<file path="src/rtl/rgb_pipe_buffer.sv">
// Registered RGB output stage: optional 2x2 Bayer dithering down to OUT_BITS,
// forced black during blanking, and a DEPTH-stage pipeline with a global freeze.
module rgb_pipe_buffer #(
  parameter int IN_BITS  = 8,
  parameter int OUT_BITS = 8,
  parameter int CHANNELS = 3,
  parameter int DEPTH    = 2
) (
  input  logic                         clk,
  input  logic                         reset,
  input  logic [CHANNELS*IN_BITS-1:0]  din,
  input  logic                         blank,
  input  logic                         line_start,
  input  logic                         frame_start,
  input  logic                         dither_en,
  input  logic                         freeze,
  output logic [CHANNELS*OUT_BITS-1:0] dout,
  output logic                         out_blank
);

  localparam int D = IN_BITS - OUT_BITS;

  logic                         y_r;
  logic                         x_r;
  logic                         y_s;
  logic                         x_s;
  logic [1:0]                   bayer_s;
  logic [CHANNELS*OUT_BITS-1:0] stage_in_s;
  logic [CHANNELS*OUT_BITS-1:0] data_r [DEPTH];
  logic                         blank_r [DEPTH];

  // Offset is scaled so the Bayer value lands just below the truncation point;
  // the sum is kept wide so saturation is detected instead of wrapping.
  function automatic logic [OUT_BITS-1:0] reduce_chan(
    input logic [IN_BITS-1:0] v,
    input logic [1:0]         b,
    input logic               en
  );
    logic [IN_BITS+1:0] off;
    logic [IN_BITS+1:0] sum;
    logic [IN_BITS-1:0] sat;
    logic [IN_BITS-1:0] shifted;
    off     = en ? (({{IN_BITS{1'b0}}, b} << D) >> 2) : {(IN_BITS+2){1'b0}};
    sum     = {2'b00, v} + off;
    sat     = (sum[IN_BITS+1:IN_BITS] != 2'b00) ? {IN_BITS{1'b1}} : sum[IN_BITS-1:0];
    shifted = sat >> D;
    return OUT_BITS'(shifted);
  endfunction

  // Phase for the current pixel and its Bayer threshold
  always_comb begin
    y_s = y_r;
    x_s = x_r;
    if (frame_start) begin
      y_s = 1'b0;
      x_s = 1'b0;
    end else if (line_start) begin
      y_s = ~y_r;
      x_s = 1'b0;
    end else begin
      y_s = y_r;
      x_s = x_r;
    end
    case ({y_s, x_s})
      2'b00:   bayer_s = 2'd0;
      2'b01:   bayer_s = 2'd2;
      2'b10:   bayer_s = 2'd3;
      2'b11:   bayer_s = 2'd1;
      default: bayer_s = 2'd0;
    endcase
  end

  // Per-channel reduction, black during blanking
  always_comb begin
    stage_in_s = '0;
    for (int k = 0; k < CHANNELS; k++) begin
      stage_in_s[k*OUT_BITS +: OUT_BITS] = blank ? {OUT_BITS{1'b0}}
        : reduce_chan(din[k*IN_BITS +: IN_BITS], bayer_s, dither_en);
    end
  end

  // Phase registers; blank pixels do not advance x
  always_ff @(posedge clk or posedge reset) begin
    if (reset) begin
      y_r <= 1'b0;
      x_r <= 1'b0;
    end else if (!freeze) begin
      y_r <= y_s;
      x_r <= blank ? x_s : ~x_s;
    end
  end

  // Delay pipeline for data and blank
  always_ff @(posedge clk or posedge reset) begin
    if (reset) begin
      for (int k = 0; k < DEPTH; k++) begin
        data_r[k]  <= '0;
        blank_r[k] <= 1'b1;
      end
    end else if (!freeze) begin
      data_r[0]  <= stage_in_s;
      blank_r[0] <= blank;
      for (int k = 1; k < DEPTH; k++) begin
        data_r[k]  <= data_r[k-1];
        blank_r[k] <= blank_r[k-1];
      end
    end
  end

  assign dout      = data_r[DEPTH-1];
  assign out_blank = blank_r[DEPTH-1];

endmodule
</file>
<file path="config.mk">
export PLATFORM = sky130hd
export DESIGN_NAME = rgb_pipe_buffer
export DESIGN_NICKNAME = d
export VERILOG_FILES = /design/src/rtl/rgb_pipe_buffer.sv
export SDC_FILE = /design/constraint.sdc
export NUM_CORES = 1
export LEC_CHECK = 0
export CAP_MARGIN = 10
export CORE_MARGIN = 2
export CORE_UTILIZATION = 48
export CTS_CLUSTER_DIAMETER = 60
export DETAILED_ROUTE_END_ITERATION = 8
export GPL_ROUTABILITY_DRIVEN = 0
export HOLD_SLACK_MARGIN = 0.05
export PLACE_DENSITY = 0.76
export SLEW_MARGIN = 10
export SYNTH_ARGS = -nofsm -noshare
export SYNTH_HDL_FRONTEND = slang
export SYNTH_SLANG_ARGS = --single-unit
</file>
<file path="constraint.sdc">
create_clock -name clk -period 1.9 [get_ports clk]
set_clock_uncertainty 0.1 [all_clocks]
set_input_delay 0.38 -clock clk [delete_from_list [all_inputs] [get_ports clk]]
set_output_delay 0.38 -clock clk [all_outputs]
set_load 0.05 [all_outputs]
</file>
==> metrics.csv <==
metric,value,unit
post_dp_cell_area,0.00247,sq mm
max_stage_delay,0.56,ns
syn_area,0.00215,sq mm
avgRoutedWirePerCell,16.1,um
crit_arrival,0.99,ns
yosys.area.top_type,dfrtp_1,
cts-root-buf,clkbuf_8,
antenna_found_initial,0,
cts_buffer_depth,2,
syn_to_final_growth,19.3,%
core,0.00432,sq mm
p_leak,1.28,nW
fin_tns_setup,0,ns
drv_slew,0,
crit_required,1.42,ns
switching_share,29.0,%
io_pins,56,
grt_max_degree,24,
ys_warn_count,0,
worst_slew_pin_slew,0.544,ns
rows,24,
io_buffers,52,
status,"complete, no violations",
synth.avg_cell_area,15.8,sq um
drt_iter0_drc,29,
cp_slowest_cell,dfstp_2,
crit_type,reg -> out,
die_x,70.9,um
num_vias,1115,
clock_latency,0.29,ns
worst_slew_margin_rel,63.7,%
grt_overflow,0,
ys_top_cells_by_area,"dfrtp_1 (56%), mux2_4 (18%), a22o_1 (9.4%), buf_4 (8.4%), dfstp_2 (2.4%)",
dr.pass1.iters,4,
crit_path_end_kind,primary output,
grt_usage,15.3,%
finalHoldViolCount,0,
diodes,0,
crit_chain,buf_12,
drt_wl_total,3540,um
final_util,59.3,%
rsz0062_at_grt,false,
maxCapViolations,0,
critical_path_buf_inv_count,1,
timing.rr.end,dout[15]$_DFFE_PP0N_,
hpwl,2580,um
power_density,948,mW/mm^2
ctsHoldBuffers,0,
fillCellCount,348,
grt_first_pass_wirelength,5950,um
cp_top_family,flip-flops,
crit_start,out_blank$_DFFE_PP1N_,
cts_made_buffers,5,
post_cts_resized,0,
p_total,2.43,mW
syn-num-nets,167,
cp_num_cells,1,
p_seq_share,50.6,%
fin_nets,198,
final_cell_mix,"dfrtp_1 (48), mux2_4 (26), clkdlybuf4s50_1 (26)",
hold_path_class,in -> async,
combPwrFrac,24.4,%
synth-seq-cells,50,
finalWorstPathRequiredPeriod,1.47,ns
worstRegToRegCells,1,
die_area,0.00503,sq mm
seq_area_frac_synth,58.3,%
die_h,70.9,um
switching_power,705,uW
synth_top_area_share,55.8,%
reg2reg_setup_slack,1.02,ns
path_clk_slew,0.08,ns
period_share,77.5,%
cp_max_fo,2,
drive_gt1_share,39.9,%
via_per_inst,5.07,
cts_sinks,50,
netlist-cell-type-count,13,
ir_drop,0.373,mV
layout_commonest_cell,dfrtp_1,
maxClockFrequency,679,MHz
r2r-start,dout[15]$_DFFE_PP0N_,
synth_cells,136,
cts_tree,yes,
cts_setup_buffers,0,
finalSetupViolCount,0,
antenna_left,0,
remaining_drc_errors,0,
power.internal,1.73,mW
finish.instance_area,0.00256,sq mm
initial_utilization,49.7,%
h-tree-depth,2,
crit_path_start_kind,flip-flop,
crit_end,out_blank,
grt_pass1_vias,1235,
clkPwrFrac,25.0,%
==> synth_stat cells (all sizes together) <==
library cell,count
nor2,1
o21ai,1
mux2,26
inv,1
buf,32
dfstp,2
a22o,23
nand2b,1
dfrtp,48
nand2,1
==> logic make-up after synthesis <==
kind of cell           synth area share, %
AO/OA/AOI/OAI                         9.60
multiplexers                          18.1
buffers and inverters                 13.0
flip-flops                            58.3
AND/OR/NAND/NOR                      0.989
==> per-stage QoR <==
stage               cells  worst slack, ns  hold slack (ns)
global route          220            0.364            0.262
floorplan             136            0.222            0.353
finish                220            0.428            0.259
global placement      212            0.174            0.373
detailed placement    212            0.121            0.396
CTS                   220            0.416            0.264
==> worst min-delay path by stage <==
stage	from	to	slack, ns	cells after the start
global placement	data_r[46]$_DFFE_PP0N_	data_r[46]$_DFFE_PP0N_	0.37	2
floorplan	data_r[46]$_DFFE_PP0N_	data_r[46]$_DFFE_PP0N_	0.35	2
global route	reset	data_r[38]$_DFFE_PP0N_	0.26	2
CTS	reset	data_r[38]$_DFFE_PP0N_	0.26	2
finish	reset	data_r[39]$_DFFE_PP0N_	0.26	2
detailed placement	data_r[31]$_DFFE_PP0N_	dout[7]$_DFFE_PP0N_	0.40	1
==> sequential cells by signal, indices dropped and copies added (netlist names) <==
| signal | count |
|---|---|
| out_blank | 1 |
| data_r | 24 |
| blank_r | 1 |
| dout | 24 |
==> metal layers <==
layer | global-route usage, % | vias up | share of wire, %
met5 | 0 | - | 0
li1 | - | 517 | -
met1 | 19.8 | 558 | 45
met2 | 24.2 | 36 | 48
met3 | 5.56 | 4 | 6.0
met4 | 5.03 | 0 | 0.88
==> layout make-up <==
cell class | instances | area (sq um) | area share (%)
flip-flops and latches | 50 | 1250 | 48.9
clock buffers | 7 | 86.3 | 3.37
well taps | 52 | 65.1 | 2.54
inverters | 1 | 3.75 | 0.146
repair buffers | 56 | 533 | 20.8
multi-input cells | 53 | 618 | 24.1
clock inverters | 1 | 5.00 | 0.195
==> power groups by stage <==
stage / clock network, mW / logic [mW] / registers (mW)
6_report: 0.608 / 0.593 / 1.23
5_1_grt: 0.679 / 0.624 / 1.24
4_1_cts: 0.631 / 0.601 / 1.23
3_5_place_dp: 0 / 0.600 / 1.25
3_3_place_gp: 0 / 0.588 / 1.25
2_1_floorplan: 0 / 0.488 / 1.24
No activity file was read; power rests on OpenSTA's default activity.
